$ cat src/rtl/mmio_uart_pkg.sv
// rtl/mmio_uart_pkg.sv - register map and bit positions for the buffered MMIO UART
package mmio_uart_pkg;

  // Register offsets within the block (addr[7:0])
  localparam logic [7:0] OFF_STATUS = 8'h00;
  localparam logic [7:0] OFF_RXDATA = 8'h04;
  localparam logic [7:0] OFF_TXDATA = 8'h08;
  localparam logic [7:0] OFF_CTRL   = 8'h0C;
  localparam logic [7:0] OFF_CYCLES = 8'h10;
  localparam logic [7:0] OFF_INSTRS = 8'h14;

  // STATUS bit positions
  localparam int ST_TX_NOT_FULL  = 0;
  localparam int ST_RX_NONEMPTY  = 1;
  localparam int ST_RX_OVF       = 2;
  localparam int ST_TX_DROP      = 3;
  localparam int ST_TX_COUNT_LSB = 8;
  localparam int ST_RX_COUNT_LSB = 16;

  // CTRL write bits
  localparam int CTRL_CLEAR  = 0;
  localparam int CTRL_FLUSH  = 1;
  localparam int CTRL_IRQ_EN = 2;

endpackage

$ cat src/rtl/mmio_uart_buffered_if.sv
// rtl/mmio_uart_buffered_if.sv - CPU memory-stage bus between datapath and MMIO slave
interface mmio_uart_buffered_if;
  logic        stall;
  logic [31:0] addr;
  logic        re;
  logic        we;
  logic [31:0] wdata;
  logic        sel;
  logic [31:0] rdata;

  modport master (output stall, addr, re, we, wdata, input sel, rdata);
  modport slave  (input stall, addr, re, we, wdata, output sel, rdata);
endinterface

$ cat src/rtl/mmio_uart_buffered_sync_fifo.sv
// rtl/mmio_uart_buffered_sync_fifo.sv - synchronous FIFO with flush and push-when-full-with-pop
module sync_fifo #(
  parameter int WIDTH      = 8,
  parameter int DEPTH_LOG2 = 3
) (
  input  logic                  clk,
  input  logic                  rst,
  input  logic                  push,
  input  logic [WIDTH-1:0]      pushData,
  input  logic                  pop,
  input  logic                  flush,
  output logic [WIDTH-1:0]      head,
  output logic                  full,
  output logic                  empty,
  output logic [DEPTH_LOG2:0]   count,
  output logic                  pushOk
);
  localparam int DEPTH = 1 << DEPTH_LOG2;

  logic [WIDTH-1:0]      mem [DEPTH];
  logic [DEPTH_LOG2-1:0] wrPtr;
  logic [DEPTH_LOG2-1:0] rdPtr;
  logic                  popEff;

  // count never exceeds DEPTH, so its top bit alone marks full
  assign full   = count[DEPTH_LOG2];
  assign empty  = (count == '0);
  assign popEff = pop & ~empty;
  assign pushOk = push & (~full | popEff);
  assign head   = mem[rdPtr];

  // Pointer and occupancy update; flush wins over any push/pop in the same cycle
  always_ff @(posedge clk) begin
    if (rst || flush) begin
      wrPtr <= '0;
      rdPtr <= '0;
      count <= '0;
    end else begin
      if (pushOk) wrPtr <= wrPtr + 1'b1;
      if (popEff) rdPtr <= rdPtr + 1'b1;
      case ({pushOk, popEff})
        2'b10:   count <= count + 1'b1;
        2'b01:   count <= count - 1'b1;
        default: count <= count;
      endcase
    end
  end

  // Storage write; contents are don't-care once the pointers are reset
  always_ff @(posedge clk) begin
    if (pushOk && !flush && !rst) mem[wrPtr] <= pushData;
  end
endmodule

$ cat src/rtl/mmio_uart_buffered.sv
// rtl/mmio_uart_buffered.sv - buffered UART MMIO slave with counters and RX interrupt
module mmio_uart_buffered
  import mmio_uart_pkg::*;
#(
  parameter int         DEPTH_LOG2      = 3,
  parameter int         COUNTER_WIDTH   = 32,
  parameter bit         RX_BACKPRESSURE = 1'b1,
  parameter logic [3:0] BASE_NIBBLE     = 4'h8
) (
  input  logic                    clk,
  input  logic                    rst,
  mmio_uart_buffered_if.slave     bus,
  input  logic                    instr_retire,
  output logic                    irq,
  output logic [7:0]              uart_tx_data,
  output logic                    uart_tx_valid,
  input  logic                    uart_tx_ready,
  input  logic [7:0]              uart_rx_data,
  input  logic                    uart_rx_valid,
  output logic                    uart_rx_ready
);
  logic                     access, rdAcc, wrAcc, ctrlWr, flush;
  logic [7:0]               offset;
  logic                     txPush, txPushOk, txFull, txEmpty;
  logic                     rxPush, rxPushOk, rxPop, rxFull, rxEmpty;
  logic [DEPTH_LOG2:0]      txCount, rxCount;
  logic [7:0]               rxHead;
  logic                     rxOvf, txDrop, irqEn;
  logic [COUNTER_WIDTH-1:0] cycles, instrs;
  logic [31:0]              readVal;
  logic                     unusedBits;

  assign unusedBits = ^{bus.addr[27:8], bus.wdata[31:8]};

  assign bus.sel = (bus.addr[31:28] == BASE_NIBBLE);
  assign access  = bus.sel & (bus.re | bus.we) & ~bus.stall;
  assign rdAcc   = access & bus.re;
  assign wrAcc   = access & bus.we;
  assign offset  = bus.addr[7:0];
  assign ctrlWr  = wrAcc & (offset == OFF_CTRL);
  assign flush   = ctrlWr & bus.wdata[CTRL_FLUSH];

  assign txPush        = wrAcc & (offset == OFF_TXDATA);
  assign uart_tx_valid = ~txEmpty;
  assign rxPop         = rdAcc & (offset == OFF_RXDATA);
  assign uart_rx_ready = RX_BACKPRESSURE ? ~rxFull : 1'b1;
  assign rxPush        = uart_rx_valid & uart_rx_ready;
  assign irq           = ~rxEmpty & irqEn;

  sync_fifo #(.WIDTH(8), .DEPTH_LOG2(DEPTH_LOG2)) txFifo (
    .clk(clk), .rst(rst), .push(txPush), .pushData(bus.wdata[7:0]),
    .pop(uart_tx_ready), .flush(flush), .head(uart_tx_data),
    .full(txFull), .empty(txEmpty), .count(txCount), .pushOk(txPushOk)
  );

  sync_fifo #(.WIDTH(8), .DEPTH_LOG2(DEPTH_LOG2)) rxFifo (
    .clk(clk), .rst(rst), .push(rxPush), .pushData(uart_rx_data),
    .pop(rxPop), .flush(flush), .head(rxHead),
    .full(rxFull), .empty(rxEmpty), .count(rxCount), .pushOk(rxPushOk)
  );

  // Read mux; RXDATA returns 0 when empty because the head is masked
  always_comb begin
    readVal = '0;
    case (offset)
      OFF_STATUS: begin
        readVal[ST_TX_NOT_FULL] = ~txFull;
        readVal[ST_RX_NONEMPTY] = ~rxEmpty;
        readVal[ST_RX_OVF]      = rxOvf;
        readVal[ST_TX_DROP]     = txDrop;
        readVal[ST_TX_COUNT_LSB +: 8] = 8'(txCount);
        readVal[ST_RX_COUNT_LSB +: 8] = 8'(rxCount);
      end
      OFF_RXDATA: readVal = rxEmpty ? 32'd0 : 32'(rxHead);
      OFF_CTRL:   readVal = 32'(irqEn);
      OFF_CYCLES: readVal = 32'(cycles);
      OFF_INSTRS: readVal = 32'(instrs);
      default:    readVal = '0;
    endcase
  end

  // Load data register: captured on a read access, held otherwise (including stall)
  always_ff @(posedge clk) begin
    if (rst) bus.rdata <= '0;
    else if (rdAcc) bus.rdata <= readVal;
  end

  // Sticky flags and irq enable; a new overflow/drop event beats a same-cycle clear
  always_ff @(posedge clk) begin
    if (rst) begin
      rxOvf  <= 1'b0;
      txDrop <= 1'b0;
      irqEn  <= 1'b0;
    end else begin
      if (ctrlWr && bus.wdata[CTRL_CLEAR]) begin
        rxOvf  <= 1'b0;
        txDrop <= 1'b0;
      end
      if (ctrlWr) irqEn <= bus.wdata[CTRL_IRQ_EN];
      if (txPush && !txPushOk) txDrop <= 1'b1;
      if (rxPush && !rxPushOk && !flush) rxOvf <= 1'b1;
    end
  end

  // Free-running cycle counter and retired-instruction counter; a write clears
  always_ff @(posedge clk) begin
    if (rst) begin
      cycles <= '0;
      instrs <= '0;
    end else begin
      if (wrAcc && offset == OFF_CYCLES) cycles <= '0;
      else cycles <= cycles + 1'b1;
      if (wrAcc && offset == OFF_INSTRS) instrs <= '0;
      else if (instr_retire) instrs <= instrs + 1'b1;
    end
  end
endmodule

$ cat src/flat_wrapper.sv
// flat-port wrapper written by rule: the top's interface ports become plain ports
module mmio_uart_buffered_flat import mmio_uart_pkg::*;
#(
  parameter int         DEPTH_LOG2      = 3,
  parameter int         COUNTER_WIDTH   = 32,
  parameter bit         RX_BACKPRESSURE = 1'b1,
  parameter logic [3:0] BASE_NIBBLE     = 4'h8
)
  (clk, rst, instr_retire, irq, uart_tx_data, uart_tx_valid, uart_tx_ready, uart_rx_data, uart_rx_valid, uart_rx_ready, bus_stall, bus_addr, bus_re, bus_we, bus_wdata, bus_sel, bus_rdata);
  mmio_uart_buffered_if bus_i ();
  input  logic clk;
  input  logic rst;
  input  logic instr_retire;
  output logic irq;
  output logic [7:0] uart_tx_data;
  output logic uart_tx_valid;
  input  logic uart_tx_ready;
  input  logic [7:0] uart_rx_data;
  input  logic uart_rx_valid;
  output logic uart_rx_ready;
  input wire logic [$bits(bus_i.stall)-1:0] bus_stall;
  input wire logic [$bits(bus_i.addr)-1:0] bus_addr;
  input wire logic [$bits(bus_i.re)-1:0] bus_re;
  input wire logic [$bits(bus_i.we)-1:0] bus_we;
  input wire logic [$bits(bus_i.wdata)-1:0] bus_wdata;
  output wire logic [$bits(bus_i.sel)-1:0] bus_sel;
  output wire logic [$bits(bus_i.rdata)-1:0] bus_rdata;
  assign bus_i.stall = bus_stall;
  assign bus_i.addr = bus_addr;
  assign bus_i.re = bus_re;
  assign bus_i.we = bus_we;
  assign bus_i.wdata = bus_wdata;
  assign bus_sel = bus_i.sel;
  assign bus_rdata = bus_i.rdata;
  mmio_uart_buffered #(.DEPTH_LOG2(DEPTH_LOG2), .COUNTER_WIDTH(COUNTER_WIDTH), .RX_BACKPRESSURE(RX_BACKPRESSURE), .BASE_NIBBLE(BASE_NIBBLE)) u_core (.clk(clk), .rst(rst), .bus(bus_i), .instr_retire(instr_retire), .irq(irq), .uart_tx_data(uart_tx_data), .uart_tx_valid(uart_tx_valid), .uart_tx_ready(uart_tx_ready), .uart_rx_data(uart_rx_data), .uart_rx_valid(uart_rx_valid), .uart_rx_ready(uart_rx_ready));
endmodule
$ cat config.mk
export PLATFORM = sky130hd
export DESIGN_NAME = mmio_uart_buffered_flat
export DESIGN_NICKNAME = d
export VERILOG_FILES = /design/src/rtl/mmio_uart_pkg.sv /design/src/rtl/mmio_uart_buffered_if.sv /design/src/rtl/mmio_uart_buffered_sync_fifo.sv /design/src/rtl/mmio_uart_buffered.sv /design/src/flat_wrapper.sv
export SDC_FILE = /design/constraint.sdc
export NUM_CORES = 1
export LEC_CHECK = 0
export CAP_MARGIN = 20
export CORE_UTILIZATION = 61
export CTS_CLUSTER_SIZE = 24
export DETAILED_ROUTE_END_ITERATION = 16
export PLACE_DENSITY = 0.89
export SLEW_MARGIN = 20
export SYNTH_ARGS = -nofsm -noshare
export SYNTH_HDL_FRONTEND = slang
export SYNTH_HIERARCHICAL = 1
export SYNTH_SLANG_ARGS = --single-unit
$ cat constraint.sdc
create_clock -name clk -period 7.2 [get_ports clk]
set_clock_uncertainty 0.1 [all_clocks]
set_input_delay 1.44 -clock clk [delete_from_list [all_inputs] [get_ports clk]]
set_output_delay 1.44 -clock clk [all_outputs]
set_load 0.05 [all_outputs]
# Yosys cells after proc, flatten, opt, wreduce, memory -nomap -nowiden
# Memories as Yosys holds them, arrays and structs flattened. A register that Yosys moved wholly into a read port is not among the register bits.
# Index checks and enable logic that the tools add are counted.
totals:
  register_bits: 119
  latchBits: 0
  mem_bits_rw: 128
  rom_bits: 0
  inputBits: 80
  out_inout_bits: 44
  elab_cells: 98
  memories: 2
memory_table:
  columns: ["name", "depth", "width", "rd", "rd_ports_with_merged_regs", "write_ports", "line_no", "text"]
  rows:
  - ["u_core.rxFifo.mem", 8, 8, 1, 1, 1, "mmio_uart_buffered_sync_fifo.sv:20", "logic [WIDTH-1:0] mem [DEPTH];"]
  - ["u_core.txFifo.mem", 8, 8, 1, 1, 1, "mmio_uart_buffered_sync_fifo.sv:20", null]
classes:
  n_addsub: 10
  n_mul: 0
  n_div: 0
  order_cmp: 0
  n_eq_ne: 10
  shifts: 0
  mux: 18
  bitwise_logic: 22
  reduce_logical: 24
op_table:
  columns: ["op", "count"]
  rows:
  - ["32-bit by 1-bit adder with 32-bit output (second input constant)", 2]
  - ["16-bit case mux with 4 select lines", 1]
  - ["8-bit case mux with 3 select lines", 1]
  - ["4-bit case mux with 5 select lines", 1]
  - ["8-bit by 4-bit == test with 1-bit output (second input constant)", 2]
  - ["8-bit by 5-bit == test with 1-bit output (second input constant)", 2]
  - ["4-bit case mux with 2 select lines", 2]
  - ["1-bit AND", 14]
  - ["3-bit by 1-bit adder with 3-bit output (second input constant)", 4]
  - ["3-bit two-way mux", 4]
  - ["4-bit case mux with 3 select lines", 1]
  - ["1-bit logical AND", 10]
  - ["4-bit by 1-bit adder with 4-bit output (second input constant)", 2]
  - ["8-bit by 3-bit == test with 1-bit output (second input constant)", 1]
  - ["4-bit zero test", 2]
  - ["8-bit zero test", 1]
  - ["8-bit two-way mux", 1]
  - ["2-bit nonzero test", 4]
  - ["4-bit by 1-bit subtractor with 4-bit output (second input constant)", 2]
  - ["1-bit two-way mux", 7]
  - ["1-bit NOT", 5]
  - ["2-bit by 1-bit == test with 1-bit output (second input constant)", 2]
  - ["2-bit == test (second input constant)", 2]
  - ["4-bit == test (second input constant)", 1]
  - ["4 further kinds", 10]

# Logic depth before layout (Yosys ltp)
depth:
  ltp_word: 12
  depth_mapped: 13
  ltp_nobuf: 11

# By module
# Netlist, hierarchy kept.
by_module_without_submodules:
  columns: ["mod", "instances", "cells_each", "area_per_inst_um2", "seq_area_each_um2"]
  rows:
  - ["sync_fifo", 2, 169, 3131.8, 2182.1]
  - ["mmio_uart_buffered", 1, 588, 5067.4, 1981.9]

# Least setup slack after synthesis
# Ideal clock, no wire load.
synth_path:
  kind: "in2reg"
  startpoint: "input bus_addr[29]"
  endpoint: "memory u_core.rxFifo.mem[0][0], enable pin"
  setup_ps: 383
  arrival_time_ps: 4331
  path_slack_ps: 2386
  path_stages: 8
  n_path_buf: 2
  cell_sequence: "nor4b_4 -> nand3b_1 -> clkbuf_1 -> clkbuf_1 -> nor3_1 -> o21ai_0 -> or3_1 -> nor3_1"
synth_via:
  elab_chain_len: 12
synth_rtl:
  columns: ["item", "line_no", "text"]
  rows:
  - ["from (decl)", "flat_wrapper.sv:22", "input wire logic [$bits(bus_i.addr)-1:0] bus_addr;"]
  - ["4-bit == test", "mmio_uart_buffered.sv:35", "assign bus.sel = (bus.addr[31:28] == BASE_NIBBLE);"]
  - ["1-bit AND (2 in a row)", "mmio_uart_buffered.sv:36", "assign access = bus.sel & (bus.re | bus.we) & ~bus.stall;"]
  - ["1-bit AND", "mmio_uart_buffered.sv:37", "assign rdAcc = access & bus.re;"]
  - ["1-bit AND", "mmio_uart_buffered.sv:45", "assign rxPop = rdAcc & (offset == OFF_RXDATA);"]
  - ["net u_core.rxPop", "mmio_uart_buffered.sv:25", "logic rxPush, rxPushOk, rxPop, rxFull, rxEmpty;"]
  - ["1-bit AND", "mmio_uart_buffered_sync_fifo.sv:28", "assign popEff = pop & ~empty;"]
  - ["1-bit OR", "mmio_uart_buffered_sync_fifo.sv:29", "assign pushOk = push & (~full | popEff);"]
  - ["1-bit AND", "mmio_uart_buffered_sync_fifo.sv:29", null]
  - ["1-bit logical AND (2 in a row)", "mmio_uart_buffered_sync_fifo.sv:51", "if (pushOk && !flush && !rst) mem[wrPtr] <= pushData;"]
  - ["1-bit two-way mux", "mmio_uart_buffered_sync_fifo.sv:51", null]
  - ["1-bit two-way mux (implied by the code)", "mmio_uart_buffered_sync_fifo.sv:51", null]
  - ["to (decl)", "mmio_uart_buffered_sync_fifo.sv:20", null]
# The timed path passes the listed nets, and every way through them passes these cells.

# Final worst setup path
layout_path:
  startpoint: "input bus_addr[31]"
  endpoint: "output bus_sel"
layout_via:
  elab_chain_len: 1
layout_rtl:
  columns: ["item", "line_no", "text"]
  rows:
  - ["4-bit == test", "mmio_uart_buffered.sv:35", null]
  - ["to (decl)", "flat_wrapper.sv:26", "output wire logic [$bits(bus_i.sel)-1:0] bus_sel;"]
# Every way passes these cells.

==> impl_results.rst <==
.. list-table::
   :header-rows: 1

   * - Metric
     - Value
   * - IO Port Bufs
     - 79
   * - Number of gates resized after CTS
     - 0
   * - Final-report max-slew violation count
     - 0
   * - Number of standard-cell rows in the floorplan
     - 49
   * - Warnings, synthesis
     - 6
   * - Clock tree from TritonCTS
     - yes
   * - RSZ-0062 raised after global routing
     - false
   * - Highest clock rate
     - 203 MHz
   * - Clk slew on worst S/H paths
     - 0.06 ns
   * - Max-cap violations
     - 0
   * - Netlist area before placement
     - 11300 um2
   * - Crit end category
     - output port
   * - Register bit count reported by yosys
     - 253
   * - Final hold violation count
     - 0
   * - Die height
     - 138 um
   * - Post-layout total power
     - 2920 uW
   * - GRT Resource Usage Total
     - 27.1%
   * - Violated checks
     - design-rule violations
   * - Total Neg Setup Slack
     - 0 ns
   * - Leading register cell type out of synthesis
     - edfxtp_1
   * - Via count
     - 8009
   * - Clock insertion delay at the later pin of the skew report
     - 0.53 ns
   * - Data required time of the worst path
     - 5.66 ns
   * - Outcome
     - complete, but fails checks
   * - Crit-path max FO
     - 7
   * - Share of the core filled with cells
     - 71.8%
   * - Final critical delay including setup and external delays
     - 4.92 ns
   * - Worst setup path class
     - primary input to output port
   * - DRC viols
     - 14
   * - Most frequent standard cell in the layout excluding fill and tap cells
     - edfxtp_1
   * - Average instance area after synthesis
     - 12.2 um2
   * - Final cycle utilization of the critical path
     - 68.3%
   * - Number of H-tree levels
     - 1
   * - Pin count of the biggest net entering global routing
     - 41
   * - Largest stage delay, worst path
     - 0.95 ns
   * - Die Area
     - 19100 um2
   * - Cells along the critical path
     - clkdlybuf4s50_1, nor4b_4, clkdlybuf4s50_1
   * - First-pass GRT wire length
     - 40.7 mm
   * - Critical-path top delay cell
     - clkdlybuf4s50_1
   * - Transition time of the tightest slew-check pin
     - 1.11 ns
   * - Synthesis-to-layout area growth
     - 14.6%
   * - Remaining antenna violation count after routing
     - 0
   * - Initial DRC Count
     - 647
   * - Final wirelength
     - 25.7 mm
   * - Power density over the cells
     - 225 nW/um2
   * - Async set-or-reset flop fraction in the synthesized netlist
     - 0%
   * - Total grt overflow
     - 0
   * - Post-DR vias/cell
     - 6.50
   * - Cells on worst reg2reg path
     - 7
   * - Detailed-router iteration count before antenna repair
     - 11
   * - Worst rel slew slack
     - 25.6%
   * - Class of the most critical hold timing path
     - register to register
   * - Initial antenna violation count
     - 0
   * - Sequential share of the synthesized area
     - 56.0%
   * - Cell repeated most along the worst path
     - clkdlybuf4s50_1
   * - Clock sink total
     - 253
   * - Number of distinct standard cells referenced by the synthesized netlist
     - 61
   * - Net count after synthesis
     - 1018
   * - Antenna cell count
     - 0
   * - Clock tree buffer depth
     - 3
   * - Initial cell density of the core
     - 62.6%
   * - Largest voltage drop on the vdd net
     - 0.237 mV
   * - Post-synth EDFFs
     - 128
   * - Area of the core
     - 18100 um2
   * - Type of element launching the critical path
     - primary input
   * - Number of buffers inserted for hold repair after clock tree synthesis
     - 0
   * - Number of buffers inserted during clock tree synthesis
     - 25
   * - WL per Instance
     - 20.8 um
   * - Via count of the first global-routing pass
     - 7885
   * - Number of fill cells
     - 1178
   * - Die boundary width
     - 138 um
   * - Setup violators final
     - 0
   * - Layout cells sized above 1
     - 8.47%
   * - Cells after Synth
     - 926
   * - Number of buffers inserted by post-CTS setup repair
     - 0
   * - Final Wtd Congestion
     - 0.831
   * - P_leak
     - 0.00424 uW
   * - Number of top-level pins
     - 124
   * - Number of nets in the layout
     - 1077
   * - Cell depth of the worst min-delay path
     - 2
   * - Hpwl dp
     - 17.4 mm
   * - Clock root buffer
     - clkbuf_16
   * - Leading cell types in the layout, fill and taps excluded
     - 128 x edfxtp_1, 125 x dfxtp_1, 78 x clkdlybuf4s50_1, 70 x nor2_1, 59 x a21oi_1
   * - Arrival time reported for the critical path endpoint
     - 3.38 ns
cells in the mapped netlist, drive strengths merged, types with 3 or more instances:
library cell	count	area share, %
or4	26	1.8
nand3	25	1.1
and3	5	0.28
inv	18	0.60
ha	12	1.3
nor2b	4	0.22
nand3b	6	0.40
o21ai	25	1.1
xnor2	15	1.2
nand2	56	1.9
clkbuf	34	1.1
and2	7	0.39
and4	10	0.77
edfxtp	128	34
mux4	32	7.4
xor2	24	1.9
nor4	8	0.50
nor3	11	0.49
or4b	4	0.35
mux2i	35	3.1
or3b	3	0.23
o41ai	3	0.23
nor2	70	2.3
a22oi	5	0.33
o31ai	22	1.5
a21oi	59	2.6
o2bb2ai	4	0.31
or3	32	1.8
o211ai	3	0.20
nand4	25	1.5
nand2b	11	0.61
nor4b	6	0.65
buf	20	1.4
dfxtp	125	22
a22o	9	0.70
mux2	21	2.1
worst max-delay path: cells and delay by family:
| family | cells | cell delay [ns] |
|---|---|---|
| buffers and inverters | 2 | 1.48 |
| and+or+nand+nor | 1 | 0.46 |
logic make-up (layout without fill, tap and decap cells):
family          count (synthesis)  in the layout  share of synthesized area [%]
compound gates                145            145                           8.11
xor+xnor                       39             39                           3.01
fa+ha+maj                      12             12                           1.33
simple gates                  317            317                           15.9
flops                         253            253                           56.0
mux                            88             88                           12.6
buf+inv                        72            150                           3.08
final cells by class:
| class | count | area (um2) | share of cell area (%) |
|---|---|---|---|
| Sequential cell | 253 | 6350 | 48.9 |
| Multi-Input combinational cell | 601 | 4640 | 35.7 |
| Timing Repair Buffer | 86 | 838 | 6.46 |
| Clock buffer | 31 | 658 | 5.07 |
| Tap cell | 229 | 287 | 2.21 |
| Clock inverter | 15 | 146 | 1.13 |
| Inverter | 18 | 67.6 | 0.520 |
flip-flops by register name, indices dropped and copies added, names as in the netlist, 4 cells and up, named ones only:
register,cells
u_core/bus.rdata,32
u_core/cycles,32
u_core/instrs,32
u_core/rxFifo/count,4
u_core/rxFifo/mem,64
u_core/txFifo/count,4
u_core/txFifo/mem,64
stage by stage:
stage | setup slack [ns] | hold WS [ns] | cell area, um2 | std cells
after CTS | 2.29 | 0.353 | 13000 | 1233
after floorplan | 2.39 | 0.337 | 11300 | 926
after global routing | 2.27 | 0.377 | 13000 | 1233
final | 2.28 | 0.351 | 13000 | 1233
after global placement | 2.10 | 0.342 | 12200 | 1187
after detailed placement | 2.03 | 0.345 | 12200 | 1187
routing by layer:
layer	vias to the layer above	track usage, %	wire length, um
met2	361	47.4	12900
li1	3696	-	-
met1	3901	34.1	9980
met4	0	9.64	623
met5	-	0	0
met3	51	4.64	2140
worst paths after layout:
path	start	end	slack [ns]
worst max-delay path	bus_addr[31]	bus_sel	2.28
worst min-delay path	u_core/bus.rdata[31]	u_core/bus.rdata[31]	0.35
worst max register to register	u_core/rxFifo/count[3]	u_core/rxFifo/count[3]	4.51
worst min register to register	u_core/bus.rdata[31]	u_core/bus.rdata[31]	0.35
power breakdown:
group          internal [uW]  total (uW)  switching (uW)
logic                   41.6         103            61.5
clock network            754        1290             532
registers               1520        1530            10.1
No activity file was read; power rests on OpenSTA's default activity.
